[src/rtl/spart_tx_buffer.sv]
// rtl/spart_tx_buffer.sv - SPART transmit FIFO feeding an 8N1 serializer with programmable bit period
module spart_tx_buffer #(
    parameter int DEPTH  = 8,
    parameter int ADDR_W = 3,
    parameter int CNT_W  = 4
) (
    input  logic             clk,
    input  logic             rst,
    input  logic             send,
    input  logic [7:0]       send_data,
    output logic             full,
    input  logic [15:0]      baud_div,
    output logic             TxD,
    output logic             tx_busy,
    output logic             empty,
    output logic [CNT_W-1:0] count,
    output logic             overflow
);
    typedef enum logic [1:0] {IDLE, START, DATA, STOP} state_t;

    state_t            state, state_n;
    logic [7:0]        mem [DEPTH];
    logic [ADDR_W-1:0] wr_ptr, rd_ptr, wr_ptr_n, rd_ptr_n;
    logic [CNT_W-1:0]  count_n;
    logic [7:0]        shift, shift_n;
    logic [2:0]        bit_idx, bit_idx_n;
    logic [15:0]       timer, timer_n, period, period_n;
    logic              txd_n, overflow_n, push, pop, bit_end;

    // Flags come only from the registered count, so send never reaches full combinationally.
    assign full    = (count == CNT_W'(DEPTH));
    assign empty   = (count == '0);
    assign tx_busy = (state != IDLE);
    assign push    = send && !full;
    assign pop     = (state == IDLE) && !empty;
    assign bit_end = (timer == period - 16'd1);

    always_comb begin
        state_n    = state;
        shift_n    = shift;
        bit_idx_n  = bit_idx;
        period_n   = period;
        rd_ptr_n   = rd_ptr;
        timer_n    = (state == IDLE) ? timer : timer + 16'd1;
        wr_ptr_n   = push ? wr_ptr + 1'b1 : wr_ptr;
        overflow_n = overflow | (send & full);
        count_n    = count + CNT_W'(push) - CNT_W'(pop);

        case (state)
            IDLE: begin
                if (!empty) begin
                    shift_n  = mem[rd_ptr];
                    rd_ptr_n = rd_ptr + 1'b1;
                    period_n = (baud_div == 16'd0) ? 16'd1 : baud_div;
                    timer_n  = '0;
                    state_n  = START;
                end
            end
            START: begin
                if (bit_end) begin
                    timer_n   = '0;
                    bit_idx_n = '0;
                    state_n   = DATA;
                end
            end
            DATA: begin
                if (bit_end) begin
                    timer_n   = '0;
                    shift_n   = {1'b0, shift[7:1]};
                    bit_idx_n = bit_idx + 3'd1;
                    if (bit_idx == 3'd7) state_n = STOP;
                end
            end
            STOP: begin
                if (bit_end) begin
                    timer_n = '0;
                    state_n = IDLE;
                end
            end
            default: state_n = IDLE;
        endcase

        // Line level follows the state being entered, so TxD leaves a flop aligned with state.
        case (state_n)
            START:   txd_n = 1'b0;
            DATA:    txd_n = shift_n[0];
            default: txd_n = 1'b1;
        endcase
    end

    always_ff @(posedge clk) begin
        if (rst) begin
            state    <= IDLE;
            wr_ptr   <= '0;
            rd_ptr   <= '0;
            count    <= '0;
            shift    <= '0;
            bit_idx  <= '0;
            timer    <= '0;
            period   <= 16'd1;
            TxD      <= 1'b1;
            overflow <= 1'b0;
        end else begin
            state    <= state_n;
            wr_ptr   <= wr_ptr_n;
            rd_ptr   <= rd_ptr_n;
            count    <= count_n;
            shift    <= shift_n;
            bit_idx  <= bit_idx_n;
            timer    <= timer_n;
            period   <= period_n;
            TxD      <= txd_n;
            overflow <= overflow_n;
        end
    end

    always_ff @(posedge clk) begin
        if (!rst && push) mem[wr_ptr] <= send_data;
    end
endmodule

[config.mk]
export PLATFORM = sky130hd
export DESIGN_NAME = spart_tx_buffer
export DESIGN_NICKNAME = d
export VERILOG_FILES = /design/src/rtl/spart_tx_buffer.sv
export SDC_FILE = /design/constraint.sdc
export NUM_CORES = 1
export LEC_CHECK = 0
export BUFFER_PORTS_ARGS = -buffer_cell sky130_fd_sc_hd__buf_2
export CAP_MARGIN = 10
export CORE_MARGIN = 4
export CORE_UTILIZATION = 54
export CTS_CLUSTER_SIZE = 20
export DETAILED_ROUTE_END_ITERATION = 8
export PLACE_DENSITY = 0.75
export SYNTH_ARGS = -nofsm -noshare
export SYNTH_HDL_FRONTEND = slang
export SYNTH_SLANG_ARGS = --single-unit
export TNS_END_PERCENT = 20
[constraint.sdc]
create_clock -name clk -period 2.9 [get_ports clk]
set_clock_uncertainty 0.2 [all_clocks]
set_input_delay 0.29 -clock clk [delete_from_list [all_inputs] [get_ports clk]]
set_output_delay 0.29 -clock clk [all_outputs]
set_load 0.05 [all_outputs]
### After elaboration in Yosys (flattened, before gate mapping)

Memory sizes are Yosys's and may differ from the RTL's. A register that Yosys moved wholly into a read port is not among the register bits.
Cells that the tools add are included.

* register bits: 57
* memory bits (writable): 64
* output and inout port bits: 9
* word-level logic and storage cells: 71
* memories: 1

* add/subtract/negate cells: 7
* equality and inequality tests: 11
* multiplexer cells: 22
* bitwise operators: 3
* reduce and logical (&&, ||, !) cells: 16

Memory list
* mem: depth 8, width 8, read ports 1, clocked after Yosys merged registers in 1, wr ports 1, RTL line 22 `logic [7:0] mem [DEPTH];`

Operator list (count)
* two-way mux 16 bit: 4
* one-hot mux 16 bit (2 select lines): 1
* adder 16 x 1 -> 16 bit, second input constant: 1
* equality test 16 bit: 1
* zero test 16 bit: 1
* two-way mux 8 bit: 2
* one-hot mux 8 bit (2 select lines): 1
* subtractor 16 x 1 -> 16 bit, second input constant: 1
* two-way mux 3 bit: 4
* two-way mux 2 bit: 5
* adder 3 x 1 -> 3 bit, second input constant: 3
* one-hot mux 2 bit (4 select lines): 1
* equality test 2 bit, second input constant: 3
* != test 2 bit, second input constant: 3
* one-hot mux 3 bit (2 select lines): 1
* AND reduction 3 bit: 2
* nonzero test 2 bit: 3
* adder 4 x 1 -> 4 bit: 1
* equality test 2 x 1 -> 1 bit, second input constant: 2
* equality test 4 bit, second input constant: 1
* zero test 4 bit: 1
* subtractor 4 x 1 -> 4 bit: 1
* equality test 3 bit, second input constant: 1
* logical AND 1 bit: 3
* 9 further kinds: 12

### Logic depth before layout (Yosys ltp)

* depth after elaboration: 6
* mapped depth: 14
* gate-level depth less buffers: 12

### Least setup slack after synthesis

OpenSTA, ideal clock, no wires.

* path type: register to register
* from: register count[2]
* to: register count[2]
* arrival: 3.126 ns
* data required time: 2.572 ns
* setup slack: -0.553 ns
* stages on the path, launching flop included: 15
* buffers on the path: 2
* cells stage by stage: dfxtp_1 -> inv_1 -> ha_1 -> and2_1 -> nand2b_1 -> clkbuf_1 -> inv_1 -> buf_1 -> ha_1 -> inv_1 -> ha_1 -> inv_1 -> fa_1 -> xor2_1 -> nor2_1

* elaborated cells between the ends (all ways): 8
* those cells by class: add/sub (2); eq/ne (1); reduce/logical (5)

RTL lines
* from (decl): RTL line 16 `output logic [CNT_W-1:0] count,`
* from (signal assigned): RTL line 107 `count <= count_n;`
* zero test 4 bit: RTL line 32 `assign empty = (count == '0);`
* via empty: RTL line 15 `output logic empty,`
* zero test 1 bit
* logical AND 1 bit: RTL line 35 `assign pop = (state == IDLE) && !empty;`
* via pop: RTL line 28 `logic txd_n, overflow_n, push, pop, bit_end;`
* subtractor 4 x 1 -> 4 bit: RTL line 47 `count_n = count + CNT_W'(push) - CNT_W'(pop);`

The timed path passes the listed nets, and every way through them passes these cells.
A chain may end at the register's enable or synchronous reset.

### Worst setup path after layout

* from: register period[2]
* to: register shift[0]

* longest elaborated chain between the ends: 4

RTL lines
* from (decl): RTL line 27 `logic [15:0] timer, timer_n, period, period_n;`
* from (signal assigned): RTL line 111 `period <= period_n;`
* subtractor 16 x 1 -> 16 bit: RTL line 36 `assign bit_end = (timer == period - 16'd1);`
* equality test 16 bit: RTL line 36
* two-way mux 8 bit: RTL line 67 `if (bit_end) begin`
* one-hot mux 8 bit (2 select lines): RTL line 49 `case (state)`
* to (signal assigned): RTL line 108 `shift <= shift_n;`
* to (decl): RTL line 25 `logic [7:0] shift, shift_n;`

No other way between the ends. The select of a mux whose other input is x is not followed.

==> results.sh <==
export IMPL_wl_per_cell_um=16.7
export IMPL_route_detailed_drc=0
export IMPL_cp_max_fo=8
export IMPL_crit_type="flop to flop"
export IMPL_ys_async_sr_fraction_pct=0
export IMPL_vias=3900
export IMPL_irDropWorstVdd_v=0.000683
export IMPL_synth_area_per_cell_um2=12.2
export IMPL_clk_insertion_delay_late_ns=0.51
export IMPL_antenna_found_initial=0
export IMPL_finalNetCount=604
export IMPL_synthFlopType="edfxtp_1"
export IMPL_setup_viol=0
export IMPL_fmax_mhz=345
export IMPL_synth_warnings=0
export IMPL_path_clk_slew_ns=0.06
export IMPL_synth_cell_types=52
export IMPL_port_buffer_count=35
export IMPL_area_growth_pct=23.6
export IMPL_cts_inserted_buffers=17
export IMPL_root_buffer="clkbuf_8"
export IMPL_layout_drive_gt1_share_pct=28.4
export IMPL_worst_pin_slew_ns=0.931
export IMPL_synth_top_area_share_pct=33.8
export IMPL_final_hold_viol_count=0
export IMPL_start_kind="flop"
export IMPL_synth_cell_area_mm2=0.00568
export IMPL_fp_coreArea_mm2=0.0103
export IMPL_max_slew_margin_rel_pct=37.7
export IMPL_track_usage_pct=20.8
export IMPL_placed_cells=648
export IMPL_cts_sinks=124
export IMPL_ios=36
export IMPL_htree_levels=4
export IMPL_drt_pass1_iter_count=4
export IMPL_place_congestion=0.833
export IMPL_yosysTopAreaCell="edfxtp_1"
export IMPL_hold_ws_ns=0.267
export IMPL_fillers=750
export IMPL_drt_iter0_drc=233
export IMPL_slew_violations=0
export IMPL_synth_area_leaders="edfxtp_1 34%, dfxtp_1 21%, mux4_2 6.3%"
export IMPL_worstPathArrival_ns=3.08
export IMPL_start_util_pct=55.3
export IMPL_synth_edf_count=64
export IMPL_ys_ff_latch=124
export IMPL_period_share_pct=99.8
export IMPL_place_hpwl_um=7930
export IMPL_grt_ovfl_total=0
export IMPL_final_area_mm2=0.00702
export IMPL_syn_nets=506
export IMPL_critPathCaptureType="flop"
export IMPL_hp_class="flop to flop"
export IMPL_placed_area_mm2=0.00615
export IMPL_postLayoutCoreUtil_pct=68.3
export IMPL_cts_tree="done"
export IMPL_vias_per_cell=5.47
export IMPL_stdcell_count=713
export IMPL_row_count=37
export IMPL_routed_wl_um=11900
export IMPL_synthCells=466
export IMPL_power_leakage_nw=2.56
export IMPL_antenna_cells=0
export IMPL_rsz0062_at_grt="true"
export IMPL_place_ws_ns=-0.0915
export IMPL_die_h_um=111
export IMPL_ys_seq_area_share_pct=55.0
export IMPL_fin_crit_ns=2.90
export IMPL_power_per_cell_area_mw_per_mm2=937
export IMPL_maxCapViolCount=0
export IMPL_cts_max_path_buffers=2
export IMPL_grt_pass1_vias=4120
export IMPL_timing_final_ws_setup_ns=0.00478
export IMPL_status="complete, no violations"
export IMPL_grt_max_degree=29
export IMPL_yosys_top_cells_count="64 x edfxtp_1, 60 x dfxtp_1, 44 x nand2_1, 41 x nor2_1, 24 x a21oi_1"
export IMPL_ant_nets=0
export IMPL_floorplan_die_area_mm2=0.0122
export IMPL_die_w_um=111
export IMPL_grt_pass1_wl_um=20200
export IMPL_required_ns=3.08
export IMPL_synth_most_common_cell="edfxtp_1"
[power breakdown]
part           internal, mW  leakage, nW  switching (mW)  total [mW]
Sequential             2.08         1.07           0.202        2.29
Combinational          1.07         1.25            1.37        2.44
Clock                  1.06        0.245           0.798        1.86
[timing repair]
| action | in CTS | in global routing |
|---|---|---|
| pin swaps | 3 | 7 |
| hold endpoints to repair | 83 | 0 |
| gates resized for setup | 1 | 6 |
| setup endpoints to repair | 11 | 30 |
| hold buffers | 29 | 0 |
| buffers inserted | 1 | 3 |
[final timing paths]
path              slack [ns]  cells after the start      start  endpoint
hold / removal          0.27                      2   overflow  overflow
setup reg to reg       0.005                      9  period[2]  shift[0]
setup / recovery       0.005                      9  period[2]  shift[0]
hold reg to reg         0.27                      2   overflow  overflow
[through the flow]
step | setup TNS [ns] | power [mW]
global route | -0.741 | 6.97
floorplan | -1.70 | 4.00
finish | 0 | 6.58
global placement | 0 | 4.52
detailed placement | -0.755 | 4.60
CTS | 0 | 6.52
[metal layers]
metal | vias up | share of wire [%] | track usage (%)
met1 | 1917 | 41 | 24.1
met4 | 0 | 1.7 | 8.13
met3 | 20 | 3.7 | 4.88
met5 | - | 0 | 0
li1 | 1885 | - | -
met2 | 78 | 53 | 37.3
[cells in the final DEF, fill, tap and decap left out, types with 13 or more instances in the layout]
| cell | synthesis | final |
|---|---|---|
| nand2_1 | 44 | 44 |
| buf_2 | 0 | 35 |
| inv_1 | 14 | 14 |
| xnor2_1 | 22 | 22 |
| dfxtp_1 | 60 | 53 |
| mux2i_1 | 14 | 13 |
| buf_4 | 1 | 34 |
| xor2_1 | 17 | 17 |
| nor2_1 | 41 | 40 |
| mux4_2 | 16 | 16 |
| edfxtp_1 | 64 | 64 |
| clkbuf_16 | 0 | 16 |
| dlygate4sd3_1 | 0 | 29 |
| a21oi_1 | 24 | 24 |
[critical path, cell delays in order (launching register included)]
cell,delay [ns]
dfxtp_2,0.34
nor4_4,0.26
buf_4,0.19
nand4b_1,0.13
xnor2_1,0.22
nand2_2,0.06
or4_4,0.59
nor4_4,0.39
mux2i_2,0.31
a21oi_1,0.09
[cell families after synthesis]
kind of cell    share of synthesized area [%]
compound gates                           7.71
buf+inv                                  3.72
flops                                    55.0
xor+xnor                                 6.01
fa+ha+maj                                2.99
simple gates                             15.2
mux                                      9.40
[sequential cells by signal, indices dropped and copies added, names as in the netlist, named ones only]
register	flops
count	4
wr_ptr	3
mem	64
rd_ptr	3
period	16
shift	8
overflow	1
bit_idx	3
timer	16
TxD	1
state	2
[cell type report]
cell class	count	area (um2)	share of cell area, %
Sequential cell	124	3140	44.7
Multi-Input combinational cell	306	2370	33.7
Timing Repair Buffer	101	763	10.9
Clock buffer	17	414	5.90
Tap cell	136	170	2.42
Clock inverter	15	116	1.66
Inverter	14	52.6	0.749
Note: power is estimated with default switching activity, not from simulation.
